<file path="src/rtl/apb_pkg.sv">
// Shared types and constants for the APB register bank completer.
// Holds the FSM state enum, default bus widths and wait-state limits.
package apb_pkg;

    typedef enum logic [1:0] {
        IDLE,
        SETUP,
        ACCESS
    } apb_state_e;

    localparam int APB_ADDR_WIDTH = 8;
    localparam int APB_DATA_WIDTH = 32;
    localparam int APB_MAX_WAIT   = 15;
    localparam int APB_CNT_W      = 4;

    // Number of low address bits that select a byte within a word.
    function automatic int apb_align(input int dw);
        return $clog2(dw / 8);
    endfunction

endpackage

</file>
<file path="src/rtl/apb_regbank_slave_if.sv">
// APB4/APB5 bus bundle between a requester and the register bank.
// Ports: PADDR/PSEL/PENABLE/PWRITE/PWDATA/PSTRB/PWAKEUP in, PRDATA/PREADY/PSLVERR out.
interface apb_regbank_slave_if
    import apb_pkg::*;
#(
    parameter int ADDR_WIDTH = APB_ADDR_WIDTH,
    parameter int DATA_WIDTH = APB_DATA_WIDTH
);

    logic [ADDR_WIDTH-1:0]   PADDR;
    logic                    PSEL;
    logic                    PENABLE;
    logic                    PWRITE;
    logic [DATA_WIDTH-1:0]   PWDATA;
    logic [DATA_WIDTH/8-1:0] PSTRB;
    logic                    PWAKEUP;
    logic [DATA_WIDTH-1:0]   PRDATA;
    logic                    PREADY;
    logic                    PSLVERR;

    modport master (
        output PADDR, PSEL, PENABLE, PWRITE, PWDATA, PSTRB, PWAKEUP,
        input  PRDATA, PREADY, PSLVERR
    );

    modport slave (
        input  PADDR, PSEL, PENABLE, PWRITE, PWDATA, PSTRB, PWAKEUP,
        output PRDATA, PREADY, PSLVERR
    );

endinterface

</file>
<file path="src/rtl/apb_wait_ctrl.sv">
// APB transfer sequencer: FSM, wait-state counter, ready and protocol checks.
// Ports: PCLK/PRESET, bus request inputs; ready (ungated), prot_err (registered pulse).
module apb_wait_ctrl
    import apb_pkg::*;
#(
    parameter int ADDR_WIDTH  = APB_ADDR_WIDTH,
    parameter int DATA_WIDTH  = APB_DATA_WIDTH,
    parameter int WAIT_STATES = 0
) (
    input  logic                    PCLK,
    input  logic                    PRESET,
    input  logic                    psel,
    input  logic                    penable,
    input  logic                    pwrite,
    input  logic [ADDR_WIDTH-1:0]   paddr,
    input  logic [DATA_WIDTH-1:0]   pwdata,
    input  logic [DATA_WIDTH/8-1:0] pstrb,
    output logic                    ready,
    output logic                    prot_err
);

    // SETUP means the setup phase has been seen and the access phase
    // is due in the current cycle; ACCESS means wait states are running.
    apb_state_e state;
    apb_state_e state_nxt;

    logic [APB_CNT_W-1:0] wait_cnt;
    logic [APB_CNT_W-1:0] cnt_nxt;

    logic [ADDR_WIDTH-1:0]   addr_q;
    logic                    write_q;
    logic [DATA_WIDTH-1:0]   wdata_q;
    logic [DATA_WIDTH/8-1:0] strb_q;

    logic acc;
    logic stable;
    logic viol;

    always_comb begin
        acc    = psel && penable && (state != IDLE);
        stable = (paddr == addr_q) && (pwrite == write_q)
              && (pwdata == wdata_q) && (pstrb == strb_q);

        viol = (penable && !psel)
            || (penable && (state == IDLE))
            || (acc && !stable)
            || ((state == ACCESS) && !psel);

        // A violating cycle never completes, so nothing can commit.
        ready = acc && (wait_cnt == '0) && !viol;

        state_nxt = IDLE;
        cnt_nxt   = '0;
        if (viol) begin
            state_nxt = IDLE;
            cnt_nxt   = '0;
        end else if (acc) begin
            if (!ready) begin
                state_nxt = ACCESS;
                cnt_nxt   = wait_cnt - APB_CNT_W'(1);
            end
        end else if (psel && !penable) begin
            state_nxt = SETUP;
            cnt_nxt   = APB_CNT_W'(WAIT_STATES);
        end
    end

    always_ff @(posedge PCLK) begin
        if (PRESET) begin
            state    <= IDLE;
            wait_cnt <= '0;
            prot_err <= 1'b0;
        end else begin
            state    <= state_nxt;
            wait_cnt <= cnt_nxt;
            prot_err <= viol;
        end
    end

    // Previous-cycle request, used for the stability check.
    always_ff @(posedge PCLK) begin
        if (PRESET) begin
            addr_q  <= '0;
            write_q <= 1'b0;
            wdata_q <= '0;
            strb_q  <= '0;
        end else begin
            addr_q  <= paddr;
            write_q <= pwrite;
            wdata_q <= pwdata;
            strb_q  <= pstrb;
        end
    end

endmodule

</file>
<file path="src/rtl/apb_regbank_slave.sv">
// APB register bank: NUM_REGS byte-strobed registers behind one APB port.
// Ports: PCLK, PRESET, bus (slave), reg_q contents, wr_pulse per reg, prot_err.
module apb_regbank_slave
    import apb_pkg::*;
#(
    parameter int                    ADDR_WIDTH  = APB_ADDR_WIDTH,
    parameter int                    DATA_WIDTH  = APB_DATA_WIDTH,
    parameter int                    NUM_REGS    = 16,
    parameter int                    WAIT_STATES = 0,
    parameter logic [DATA_WIDTH-1:0] RESET_VAL   = '0
) (
    input  logic                           PCLK,
    input  logic                           PRESET,
    apb_regbank_slave_if.slave             bus,
    output logic [NUM_REGS*DATA_WIDTH-1:0] reg_q,
    output logic [NUM_REGS-1:0]            wr_pulse,
    output logic                           prot_err
);

    localparam int NB    = DATA_WIDTH / 8;
    localparam int ALIGN = apb_align(DATA_WIDTH);

    localparam logic [ADDR_WIDTH-1:0] LANE_MASK =
        ADDR_WIDTH'((1 << ALIGN) - 1);

    logic [DATA_WIDTH-1:0] regs [NUM_REGS];

    logic [ADDR_WIDTH-1:0] idx;
    logic                  err;
    logic                  ready;
    logic                  commit;
    logic                  rd_ok;
    logic [NUM_REGS-1:0]   hit;
    logic [DATA_WIDTH-1:0] rd_mux;

    function automatic logic [DATA_WIDTH-1:0] strb_merge(
        input logic [DATA_WIDTH-1:0] old_v,
        input logic [DATA_WIDTH-1:0] new_v,
        input logic [NB-1:0]         strb
    );
        logic [DATA_WIDTH-1:0] r;
        r = old_v;
        for (int b = 0; b < NB; b++) begin
            if (strb[b]) begin
                r[b*8 +: 8] = new_v[b*8 +: 8];
            end
        end
        return r;
    endfunction

    apb_wait_ctrl #(
        .ADDR_WIDTH  (ADDR_WIDTH),
        .DATA_WIDTH  (DATA_WIDTH),
        .WAIT_STATES (WAIT_STATES)
    ) u_ctrl (
        .PCLK     (PCLK),
        .PRESET   (PRESET),
        .psel     (bus.PSEL),
        .penable  (bus.PENABLE),
        .pwrite   (bus.PWRITE),
        .paddr    (bus.PADDR),
        .pwdata   (bus.PWDATA),
        .pstrb    (bus.PSTRB),
        .ready    (ready),
        .prot_err (prot_err)
    );

    assign idx = bus.PADDR >> ALIGN;

    // Extra bit keeps the bound check correct when NUM_REGS fills PADDR.
    assign err = ({1'b0, idx} >= (ADDR_WIDTH+1)'(NUM_REGS))
              || ((bus.PADDR & LANE_MASK) != '0)
              || !bus.PWAKEUP;

    always_comb begin
        hit    = '0;
        rd_mux = '0;
        for (int i = 0; i < NUM_REGS; i++) begin
            if (idx == ADDR_WIDTH'(i)) begin
                hit[i] = 1'b1;
                rd_mux = regs[i];
            end
        end
    end

    assign commit = ready && bus.PWRITE && !err && !PRESET;
    assign rd_ok  = ready && !bus.PWRITE && !err && !PRESET;

    assign wr_pulse    = commit ? hit : '0;
    assign bus.PREADY  = ready && !PRESET;
    assign bus.PSLVERR = ready && err && !PRESET;
    assign bus.PRDATA  = rd_ok ? rd_mux : '0;

    always_ff @(posedge PCLK) begin
        for (int i = 0; i < NUM_REGS; i++) begin
            if (PRESET) begin
                regs[i] <= RESET_VAL;
            end else if (wr_pulse[i]) begin
                regs[i] <= strb_merge(regs[i], bus.PWDATA, bus.PSTRB);
            end
        end
    end

    always_comb begin
        reg_q = '0;
        for (int i = 0; i < NUM_REGS; i++) begin
            reg_q[i*DATA_WIDTH +: DATA_WIDTH] = regs[i];
        end
    end

endmodule

</file>
<file path="src/flat_wrapper.sv">
// flat-port wrapper written by rule: the top's interface ports become plain ports
module apb_regbank_slave_flat import apb_pkg::*;
#(
    parameter int                    ADDR_WIDTH  = APB_ADDR_WIDTH,
    parameter int                    DATA_WIDTH  = APB_DATA_WIDTH,
    parameter int                    NUM_REGS    = 16,
    parameter int                    WAIT_STATES = 0,
    parameter logic [DATA_WIDTH-1:0] RESET_VAL   = '0
)
  (PCLK, PRESET, reg_q, wr_pulse, prot_err, bus_PADDR, bus_PSEL, bus_PENABLE, bus_PWRITE, bus_PWDATA, bus_PSTRB, bus_PWAKEUP, bus_PRDATA, bus_PREADY, bus_PSLVERR);
  apb_regbank_slave_if #(.ADDR_WIDTH(ADDR_WIDTH), .DATA_WIDTH(DATA_WIDTH)) bus_i ();
  input  logic PCLK;
  input  logic PRESET;
  output logic [NUM_REGS*DATA_WIDTH-1:0] reg_q;
  output logic [NUM_REGS-1:0] wr_pulse;
  output logic prot_err;
  input wire logic [$bits(bus_i.PADDR)-1:0] bus_PADDR;
  input wire logic [$bits(bus_i.PSEL)-1:0] bus_PSEL;
  input wire logic [$bits(bus_i.PENABLE)-1:0] bus_PENABLE;
  input wire logic [$bits(bus_i.PWRITE)-1:0] bus_PWRITE;
  input wire logic [$bits(bus_i.PWDATA)-1:0] bus_PWDATA;
  input wire logic [$bits(bus_i.PSTRB)-1:0] bus_PSTRB;
  input wire logic [$bits(bus_i.PWAKEUP)-1:0] bus_PWAKEUP;
  output wire logic [$bits(bus_i.PRDATA)-1:0] bus_PRDATA;
  output wire logic [$bits(bus_i.PREADY)-1:0] bus_PREADY;
  output wire logic [$bits(bus_i.PSLVERR)-1:0] bus_PSLVERR;
  assign bus_i.PADDR = bus_PADDR;
  assign bus_i.PSEL = bus_PSEL;
  assign bus_i.PENABLE = bus_PENABLE;
  assign bus_i.PWRITE = bus_PWRITE;
  assign bus_i.PWDATA = bus_PWDATA;
  assign bus_i.PSTRB = bus_PSTRB;
  assign bus_i.PWAKEUP = bus_PWAKEUP;
  assign bus_PRDATA = bus_i.PRDATA;
  assign bus_PREADY = bus_i.PREADY;
  assign bus_PSLVERR = bus_i.PSLVERR;
  apb_regbank_slave #(.ADDR_WIDTH(ADDR_WIDTH), .DATA_WIDTH(DATA_WIDTH), .NUM_REGS(NUM_REGS), .WAIT_STATES(WAIT_STATES), .RESET_VAL(RESET_VAL)) u_core (.PCLK(PCLK), .PRESET(PRESET), .bus(bus_i), .reg_q(reg_q), .wr_pulse(wr_pulse), .prot_err(prot_err));
endmodule
</file>
<file path="config.mk">
export PLATFORM = sky130hd
export DESIGN_NAME = apb_regbank_slave_flat
export DESIGN_NICKNAME = d
export VERILOG_FILES = /design/src/rtl/apb_pkg.sv /design/src/rtl/apb_regbank_slave_if.sv /design/src/rtl/apb_wait_ctrl.sv /design/src/rtl/apb_regbank_slave.sv /design/src/flat_wrapper.sv
export SDC_FILE = /design/constraint.sdc
export NUM_CORES = 1
export LEC_CHECK = 0
export BUFFER_PORTS_ARGS = -buffer_cell sky130_fd_sc_hd__buf_2
export CAP_MARGIN = 30
export CELL_PAD_IN_SITES_DETAIL_PLACEMENT = 0
export CELL_PAD_IN_SITES_GLOBAL_PLACEMENT = 1
export CORE_MARGIN = 2
export CORE_UTILIZATION = 41
export CTS_BUF_LIST = sky130_fd_sc_hd__clkbuf_8 sky130_fd_sc_hd__clkbuf_16
export DETAILED_ROUTE_END_ITERATION = 6
export PLACE_DENSITY = 0.88
export SLEW_MARGIN = 20
export SYNTH_ARGS = -nofsm -noshare
export SYNTH_HDL_FRONTEND = slang
export SYNTH_SLANG_ARGS = --single-unit
</file>
<file path="constraint.sdc">
create_clock -name PCLK -period 3.6 [get_ports PCLK]
set_input_delay 0.54 -clock PCLK [delete_from_list [all_inputs] [get_ports PCLK]]
set_output_delay 0.54 -clock PCLK [all_outputs]
set_load 0.05 [all_outputs]
</file>
Word-level counts from Yosys, hierarchy flattened
Memories as Yosys holds them, arrays and structs flattened.
Cells that the tools add are included.
{"block": "word_totals", "register_bits": 52, "mem_bits_rw": 512, "n_memories": 1}
{"block": "op_classes", "n_addsub": 1, "order_cmp": 1, "eq_ne": 20, "n_mux": 295, "bitwise": 17, "n_reduce_logical": 41}
{"memory": "u_core.regs", "depth": 16, "word_bits": 32, "read_ports": 16, "rd_clocked_by_memory_dff": 0, "wr": 16, "line": "apb_regbank_slave.sv:26", "rtl": "logic [DATA_WIDTH-1:0] regs [NUM_REGS];"}
{"op": "8-bit 2-to-1 mux", "count": 192}
{"op": "32-bit 2-to-1 mux", "count": 33}
{"op": "1-bit 2-to-1 mux", "count": 67}
{"op": "6-bit by 4-bit equality test with 1-bit output, second input constant", "count": 8}
{"op": "32-bit equality test", "count": 1}
{"op": "6-bit by 3-bit equality test with 1-bit output, second input constant", "count": 4}
{"op": "1-bit logical AND", "count": 21}
{"op": "16-bit 2-to-1 mux", "count": 1}
{"op": "1-bit bitwise OR", "count": 16}
{"op": "6-bit by 2-bit equality test with 1-bit output, second input constant", "count": 2}
{"op": "8-bit equality test", "count": 1}
{"op": "1-bit logical NOT", "count": 8}
{"op": "8-bit logical NOT", "count": 1}
{"op": "8-bit nonzero test", "count": 1}
{"op": "6-bit by 1-bit equality test with 1-bit output, second input constant", "count": 1}
{"op": "6-bit by 5-bit >= comparator with 1-bit output, second input constant", "count": 1}
{"op": "1-bit logical OR", "count": 5}
{"op": "4-bit equality test", "count": 1}
{"op": "4-bit logical NOT", "count": 1}
{"op": "2-bit 2-to-1 mux", "count": 2}
{"op": "4-bit OR reduction", "count": 1}
{"op": "4-bit by 1-bit subtractor with 4-bit output, second input constant", "count": 1}
{"op": "2-bit equality test, second input constant", "count": 1}
{"op": "2-bit logical NOT", "count": 1}
{"op": "4 further kinds", "count": 4}

Logic depth before layout (Yosys ltp)
Gate-level depths: netlist (run 1).
{"block": "depth", "word_depth": 18, "ltp_mapped": 10, "mapped_depth_nobuf": 6}

By module
From an unflattened synthesis (run 1), not the netlist that was laid out.
{"block": "unflattened", "cells_unflattened": 2017, "hier_area_um2": 26156.3}
{"module": "apb_regbank_slave", "instances": 1, "cells_each": 1830, "area_per_inst_um2": 24121.9, "seq_area_each_um2": 15374.7}
{"module": "apb_wait_ctrl", "instances": 1, "cells_each": 187, "area_per_inst_um2": 2034.5, "seq_area_each_um2": 1041.0}

Worst setup path before layout (run 1)
Ideal clock, no wire load.
{"block": "synth_path", "path_kind": "input port to output port", "from": "input bus_PWDATA[21]", "to": "output bus_PRDATA[10]", "arrival_time_ns": 3.217, "required_time_ns": 3.060, "path_slack_ns": -0.157, "stages": 8, "path_cell_list": "xor2_1 a2111o_1 a2111oi_2 and4_1 buf_4 buf_6 nand3_2 a311oi_1"}
{"block": "synth_between", "elab_chain_len": 13}
{"item": "from (decl)", "line": "flat_wrapper.sv:21", "rtl": "input wire logic [$bits(bus_i.PWDATA)-1:0] bus_PWDATA;"}
{"item": "32-bit equality test", "line": "apb_wait_ctrl.sv:42", "rtl": "&& (pwdata == wdata_q) && (pstrb == strb_q);"}
{"item": "1-bit logical AND (2 in series)", "line": "apb_wait_ctrl.sv:42"}
{"item": "1-bit logical NOT", "line": "apb_wait_ctrl.sv:46", "rtl": "|| (acc && !stable)"}
{"item": "1-bit logical AND", "line": "apb_wait_ctrl.sv:46"}
{"item": "1-bit logical OR", "line": "apb_wait_ctrl.sv:46"}
{"item": "1-bit logical OR", "line": "apb_wait_ctrl.sv:47", "rtl": "|| ((state == ACCESS) && !psel);"}
{"item": "1-bit logical NOT", "line": "apb_wait_ctrl.sv:50", "rtl": "ready = acc && (wait_cnt == '0) && !viol;"}
{"item": "1-bit logical AND", "line": "apb_wait_ctrl.sv:50"}
{"item": "1-bit logical AND (3 in series)", "line": "apb_regbank_slave.sv:87", "rtl": "assign rd_ok = ready && !bus.PWRITE && !err && !PRESET;"}
{"item": "32-bit 2-to-1 mux", "line": "apb_regbank_slave.sv:92", "rtl": "assign bus.PRDATA = rd_ok ? rd_mux : '0;"}
{"item": "to (decl)", "line": "flat_wrapper.sv:24", "rtl": "output wire logic [$bits(bus_i.PRDATA)-1:0] bus_PRDATA;"}
No other way between the ends.

Worst setup path after layout (run 1)
{"block": "layout_path", "from": "register u_core.u_ctrl.wdata_q[20]", "to": "output bus_PRDATA[10]"}
{"block": "layout_between", "elab_chain_len": 13}
{"item": "from (decl)", "line": "apb_wait_ctrl.sv:32", "rtl": "logic [DATA_WIDTH-1:0] wdata_q;"}
{"item": "from (signal assigned)", "line": "apb_wait_ctrl.sv:90", "rtl": "wdata_q <= pwdata;"}
{"item": "32-bit equality test", "line": "apb_wait_ctrl.sv:42"}
{"item": "1-bit logical AND (2 in series)", "line": "apb_wait_ctrl.sv:42"}
{"item": "1-bit logical NOT", "line": "apb_wait_ctrl.sv:46"}
{"item": "1-bit logical AND", "line": "apb_wait_ctrl.sv:46"}
{"item": "1-bit logical OR", "line": "apb_wait_ctrl.sv:46"}
{"item": "1-bit logical OR", "line": "apb_wait_ctrl.sv:47"}
{"item": "1-bit logical NOT", "line": "apb_wait_ctrl.sv:50"}
{"item": "1-bit logical AND", "line": "apb_wait_ctrl.sv:50"}
{"item": "1-bit logical AND (3 in series)", "line": "apb_regbank_slave.sv:87"}
{"item": "32-bit 2-to-1 mux", "line": "apb_regbank_slave.sv:92"}
No other way between the ends.

==> results.yml, run 1 <==
synthesis:
  synth_area_mm2: 0.02558
  postSynth.asyncResetShare_pct: 0
  synth_edf_count: 512
  synth.most_common_cell: "nor2_1"
  ys_seq_area_share_pct: 64.17
  synth_nets: 2197
  yosysWarnings: 0
  ys_top_cells_by_area: "edfxtp_1 60%, nor2_1 8.9%, dfxtp_1 4.1%"
  yosys.area.top_type: "edfxtp_1"
  synth_cell_types: 74
  avgSynthCellArea_um2: 11.93
  ys.flop_type: "edfxtp_1"
  netlist_instances: 2145
  yosys.area.top_type_share_pct: 60.10
  yosys-top-cells-count: "606 x nor2_1, 512 x edfxtp_1, 110 x nand2_1, 80 x clkbuf_1, 65 x buf_2"
  synth-seq-cells: 564
pwr:
  p_per_area_mw_per_mm2: 478.2
  p_leak_nw: 12.19
  ir_worst_vdd_uv: 372.2
clock_tree:
  hold_buffers: 0
  cts.sinks: 564
  cts_buffers: 59
  cts_tree: "yes"
  cts_root_buf: "clkbuf_16"
  path_clk_slew_ns: 0.06
  clk_path_buf_depth: 3
  clk_latency_ns: 0.65
  htree_levels: 2
final_layout:
  drive_gt1_share_pct: 36.96
  final_util_pct: 54.97
  area_delta_synth_final_pct: 32.61
  final_cell_count_no_fill: 3796
  nNetsFinal: 2961
sta:
  whs_ns: 0.1709
  setup_ws_ns: 0.03214
  final_hold_viol_count: 0
  period_needed_ns: 3.568
  clock-skew-final_ns: 0.03202
  tightest_slew_ns: 1.061
  slew_headroom_pct: 29.10
  fmax_mhz: 280.3
  rsz0062_at_grt: "yes"
  setup_violations: 0
  period_share_pct: 99.11
  drv_slew: 0
placement:
  dp_hpwl_mm: 92.85
  gp_congestion: 1.019
  dp.cells: 3681
  port_buffers: 612
  pre_cts_ws_ns: -0.2082
route:
  drt-pass1-iter-count: 6
  drt_iter0_markers: 3341
  wl_mm: 121.2
  drc: 0
  ant_nets: 0
  vias_per_cell: 6.078
  vias: 23070
  wire_per_inst_um: 31.92
global_routing:
  grt_pass1_wl_mm: 164.0
  antenna_found_initial: 1
  overflow: 0
  grt_pass1_vias: 21470
  grt_max_degree: 61
  grt_usage_pct: 36.36
floorplan:
  die_y_um: 253.8
  fp.dieArea_mm2: 0.06441
  die_w_um: 253.8
  coreArea_mm2: 0.06171
  start_util_pct: 41.45
  io-pin-count: 613
  rows: 91
critical_path:
  rr_startpoint: "u_core.u_ctrl.wdata_q[20]$_SDFF_PP0_"
  r2r-end: "u_core.regs[0][66]$_SDFFCE_PN0P_"
  crit_cells: 9
  cp_slowest_cell: "a2111o_1"
  end_kind: "output port"
  cpPeakStageDelay_ns: 0.42
  worstPathCellList: "xor2_1 > a2111o_1 > a2111oi_4 > and4_4 > nand3_2 > buf_12 > a311oi_4 > buf_4 > buf_12"
  cp-start-kind: "register"
  ff2ff_path_depth: 9
  cpMostUsedCell: "buf_12"
  critPathTopFamily: "compound AO/OA/AOI/OAI gates"
  critPathBufInv: 3
  r2r_slack_ns: 0.66
  critPathMaxFanout: 8
  critPathRequiredTime_ns: 3.06
  crit_type: "register to output port"
  arrival_ns: 3.03
min_path:
  min_to: "u_core.u_ctrl.wdata_q[18]$_SDFF_PP0_"
  hold_class: "input pin to register"
  hold_start: "bus_PWDATA[18]"
  min_path_cells: 2
job:
  maxCapViolCount: 0
outcome:
  status: "completed"
## power by group
group / switching (W) / internal (W) / leakage (nW)
Sequential: 0.000333 / 0.00746 / 5.29
Combinational: 0.00185 / 0.000567 / 5.94
Clock: 0.00266 / 0.00335 / 0.956
## per-layer routing
| metal | wire length (µm) | part of all wire [%] | vias up | global-route usage, % |
|---|---|---|---|---|
| met4 | 6055 | 5.0 | 0 | 14.67 |
| li1 | - | - | 9326 | - |
| met2 | 54890 | 45 | 2032 | 56.09 |
| met3 | 16450 | 14 | 335 | 9.475 |
| met5 | 0 | 0 | - | 0 |
| met1 | 43760 | 36 | 11380 | 48.96 |
## area by class of cell
class                           instances  area, µm²
Antenna cell                            2      5.005
Timing Repair Buffer                  884       6073
Sequential cell                       564      16420
Clock buffer                           65       1582
Fill cell                            5364      27790
Multi-Input combinational cell       1387       8467
Tap cell                              837       1047
Inverter                               13      48.80
Clock inverter                         44      285.3
## worst max-delay path by stage
stage / startpoint / slack (ns) / end
CTS: u_core.u_ctrl.wdata_q[20]$_SDFF_PP0_ / -0.001 / bus_PRDATA[17]
detailed placement: bus_PWDATA[28] / -0.21 / bus_PRDATA[17]
finish: u_core.u_ctrl.wdata_q[20]$_SDFF_PP0_ / 0.03 / bus_PRDATA[10]
global placement: bus_PWDATA[28] / -0.19 / bus_PRDATA[20]
global route: u_core.u_ctrl.wdata_q[11]$_SDFF_PP0_ / -0.06 / bus_PRDATA[10]
floorplan: bus_PWDATA[21] / -0.16 / bus_PRDATA[10]
## state kept, by name, indices dropped and copies added (netlist names)
| register | count |
|---|---|
| u_core.u_ctrl.state | 2 |
| u_core.u_ctrl.prot_err | 1 |
| u_core.u_ctrl.write_q | 1 |
| u_core.u_ctrl.wdata_q | 32 |
| u_core.u_ctrl.addr_q | 8 |
| u_core.u_ctrl.wait_cnt | 4 |
| u_core.u_ctrl.strb_q | 4 |
| u_core.regs | 512 |
## cells by family after synthesis
group	after synthesis	synth area share, %
AOI/OAI and AO/OA	391	10.78
xor gates and xnor gates	44	1.506
adders and majority gates	2	0.09780
buffers and inverters	194	3.976
DFF	564	64.17
muxes	68	4.011
and+or+nand+nor	882	15.46
## metrics by stage
step | setup TNS [ns] | power [W] | area [µm²]
CTS | -0.001071 | 0.01615 | 33740
global route | -0.4334 | 0.01650 | 33920
detailed placement | -0.9106 | 0.01027 | 31720
finish | 0 | 0.01622 | 33920
floorplan | -1.975 | 0.009320 | 25610
global placement | -1.209 | 0.01026 | 31720
## layout by cell type (no fill, tap or decap), drive strengths merged, types with 29 or more instances in the layout
cell,netlist,layout
xnor2,42,42
a21oi,50,50
edfxtp,512,512
clkbuf,80,66
dfxtp,52,52
o21bai,64,64
nand2,110,110
a22oi,47,47
nor2,615,615
o22ai,30,30
buf,101,883
clkinv,1,29
nand3,32,32
nor2b,50,50
o21ai,60,60
## what timing repair did
item	CTS	global route
pin swaps	6	6
setup endpoints to repair	49	30
gates cloned	0	1
buffers inserted	1	1
gates resized for setup	24	25
Note: power is estimated with default switching activity, not from simulation.
==> run 2: changes to the inputs <==
--- a/config.mk
+++ b/config.mk
@@ -5,16 +5,18 @@
 export SDC_FILE = /design/constraint.sdc
 export NUM_CORES = 1
 export LEC_CHECK = 0
+export ABC_AREA = 1
 export BUFFER_PORTS_ARGS = -buffer_cell sky130_fd_sc_hd__buf_2
 export CAP_MARGIN = 30
-export CELL_PAD_IN_SITES_DETAIL_PLACEMENT = 0
+export CELL_PAD_IN_SITES_DETAIL_PLACEMENT = 1
 export CELL_PAD_IN_SITES_GLOBAL_PLACEMENT = 1
 export CORE_MARGIN = 2
 export CORE_UTILIZATION = 41
 export CTS_BUF_LIST = sky130_fd_sc_hd__clkbuf_8 sky130_fd_sc_hd__clkbuf_16
 export DETAILED_ROUTE_END_ITERATION = 6
-export PLACE_DENSITY = 0.88
+export PLACE_DENSITY = 0.91
 export SLEW_MARGIN = 20
 export SYNTH_ARGS = -nofsm -noshare
 export SYNTH_HDL_FRONTEND = slang
+export SYNTH_HIERARCHICAL = 1
 export SYNTH_SLANG_ARGS = --single-unit
==> results.yml, run 2 <==
critical_path:
  critPathMaxFanout: 16
  worstPathCellList: "xnor2_2 > nand2_1 > nor2_2 > nand2_1 > nor2_2 > nand3_2 > nand2_4 > nand2_2 > nor2_1 > nand2_1 > nor3_2 > buf_6 > inv_4 > buf_12 > nor2_1 > nand2_1 > inv_1 > buf_6"
  cp-start-kind: "register"
  critPathRequiredTime_ns: 3.06
  end_kind: "output port"
  cp_slowest_cell: "dfxtp_2"
  critPathBufInv: 5
  r2r_slack_ns: 0.42
  cpMostUsedCell: "nand2_1"
  crit_type: "register to output port"
  arrival_ns: 3.07
  critPathTopFamily: "simple AND/OR/NAND/NOR gates"
  cpPeakStageDelay_ns: 0.33
sta:
  fmax_mhz: 276.8
  setup_violations: 1
  drv_slew: 0
  setup_ws_ns: -0.01286
  period_share_pct: 100.4
  period_needed_ns: 3.613
  rsz0062_at_grt: "yes"
  slew_headroom_pct: 30.13
  final_hold_viol_count: 0
  clock-skew-final_ns: 0.01270
  finalSetupTns_ns: -0.01286
  tightest_slew_ns: 1.047
clock_tree:
  path_clk_slew_ns: 0.06
  htree_levels: 2
  clk_path_buf_depth: 3
  cts_root_buf: "clkbuf_16"
  cts.sinks: 564
  clk_latency_ns: 0.63
  cts_buffers: 61
  hold_buffers: 0
  cts_tree: "yes"
global_routing:
  antenna_found_initial: 2
  grt_pass1_vias: 24590
  overflow: 0
  grt_usage_pct: 36.22
  grt_max_degree: 65
  grt_pass1_wl_mm: 167.1
synthesis:
  ys.flop_type: "edfxtp_1"
  yosysWarnings: 6
  synth_cell_types: 33
  synth_nets: 2728
  yosys.area.top_type_share_pct: 60.62
  ys_top_cells_by_area: "edfxtp_1 61%, nor2_1 12%, nand2_1 7.0%"
  synth.most_common_cell: "nor2_1"
  netlist_instances: 2676
  ys_seq_area_share_pct: 64.73
  avgSynthCellArea_um2: 9.478
  postSynth.asyncResetShare_pct: 0
  synth_edf_count: 512
  synth_area_mm2: 0.02536
  yosys.area.top_type: "edfxtp_1"
  yosys-top-cells-count: "781 x nor2_1, 512 x edfxtp_1, 474 x nand2_1, 238 x inv_1, 135 x nand4_1"
  synth-seq-cells: 564
floorplan:
  start_util_pct: 41.25
  coreArea_mm2: 0.06148
  die_w_um: 252.7
  io-pin-count: 613
  die_y_um: 252.7
  rows: 91
  fp.dieArea_mm2: 0.06386
pwr:
  p_per_area_mw_per_mm2: 484.3
  p_leak_nw: 15.08
  p_clk_share_pct: 41.9
  ir_worst_vdd_uv: 357.9
  power.total_w: 0.01593
  p_int_w: 0.01159
  swShare_pct: 27.23
  pwr-share-comb_pct: 11.0
  pwr-share-seq_pct: 47.1
  power_switching_w: 0.004337
placement:
  gp_congestion: 0.9411
  dp.cells: 4093
  port_buffers: 612
  placed_area_mm2: 0.03041
  dp_hpwl_mm: 89.12
final_layout:
  final_cell_mix: "748 x nor2_1, 564 x buf_2, 512 x edfxtp_1, 470 x nand2_1, 238 x inv_1"
  largest_reg_flops: 512
  drive_gt1_share_pct: 29.80
  final_common_cell: "nor2_1"
  final_cell_count_no_fill: 4211
  postLayoutCellArea_mm2: 0.03288
  fillers: 7105
  reg.largest.list: "u_core/regs x512, u_core/u_ctrl/wdata_q x32, u_core/u_ctrl/addr_q x8"
  area_delta_synth_final_pct: 29.65
  largest-register: "u_core/regs"
  nNetsFinal: 3420
route:
  wl_mm: 119.2
  vias: 23990
  drt-pass1-iter-count: 7
  wire_per_inst_um: 28.31
  drc: 0
  ant_nets: 0
  drt_iter0_markers: 3052
  vias_per_cell: 5.697
job:
  maxCapViolCount: 0
min_path:
  hold_class: "input pin to register"
outcome:
  status: "complete, but fails checks"
  failed_checks: "setup timing"
[run 2: cell count changes in the layout (fill, tap and decap cells not counted), sizes merged, moves of 26 or more]
cell	before	now
a22oi	47	0
inv	22	276
mux2i	26	0
o21bai	64	5
mux4	26	0
or2	4	47
buf	883	792
xnor2	42	14
nand2	110	478
nand4	21	135
o22ai	30	0
nor2b	50	0
nor2	615	802
[run 2: final timing paths]
check	from	end	cells past startpoint
min reg2reg	u_core/u_ctrl/wait_cnt[0]$_SDFF_PP0_	u_core/u_ctrl/wait_cnt[0]$_SDFF_PP0_	1
max reg2reg	u_core/u_ctrl/wdata_q[22]$_SDFF_PP0_	u_core/regs[1][197]$_SDFFCE_PN0P_	17
max	u_core/u_ctrl/wdata_q[22]$_SDFF_PP0_	bus_PRDATA[24]	18
min	bus_PWDATA[25]	u_core/u_ctrl/wdata_q[25]$_SDFF_PP0_	3
[run 2: what timing repair did]
item / 4_1_cts / 5_1_grt
setup endpoints to repair: 48 / 48
pin swaps: 12 / 10
endpoints found under the hold margin: 0 / 0
gates resized for setup: 72 / 63
setup buffers: 1 / 0
[run 2: worst min-delay path: stages]
cell and delay [ns]:
buf_2 0.12, inv_1 0.05, nor2_1 0.03
[run 2: final cells by class]
type                            instances  area, µm²  share of cell area [%]
Inverter                              265      997.2                   3.033
Antenna cell                            2      5.005                 0.01522
Clock inverter                         51      511.7                   1.556
Timing Repair Buffer                  793       4962                   15.09
Clock buffer                           63       1577                   4.794
Tap cell                              790      988.4                   3.006
Sequential cell                       564      16420                   49.93
Multi-Input combinational cell       1683       7422                   22.57
[run 2: power groups by stage]
stage          sequential, W  combinational [W]  clock, W
6_report             0.00751            0.00175   0.00667
2_1_floorplan        0.00825           0.000387         0
5_1_grt              0.00752            0.00180   0.00693
4_1_cts              0.00750            0.00172   0.00670
3_3_place_gp         0.00763            0.00166         0
3_5_place_dp         0.00763            0.00170         0
[run 2: cells by family after synthesis]
group / count (synthesis) / synth area share (%)
flops: 564 / 64.73
xor+xnor: 17 / 0.5871
buf+inv: 429 / 6.591
simple gates: 1526 / 25.19
fa+ha+maj: 2 / 0.09865
compound gates: 138 / 2.807
[run 2: per-stage QoR]
step | hold WS (ns) | setup WS (ns) | util, %
2_1_floorplan | 0.4230 | -0.1586 | -
3_3_place_gp | 0.4376 | -0.04444 | 49.44
3_5_place_dp | 0.4642 | -0.1324 | 49.46
4_1_cts | 0.1285 | 0.0001501 | 53.21
5_1_grt | 0.1505 | -0.1884 | 53.47
6_report | 0.1555 | -0.01286 | 53.48
[run 2: routing by layer]
layer | global-route usage [%] | up-vias | share of wire (%)
met5 | 0 | - | 0.0059
met4 | 21.08 | 2 | 6.3
met3 | 7.981 | 451 | 10
met2 | 60.24 | 1680 | 48
met1 | 43.31 | 11780 | 35
li1 | - | 10080 | -
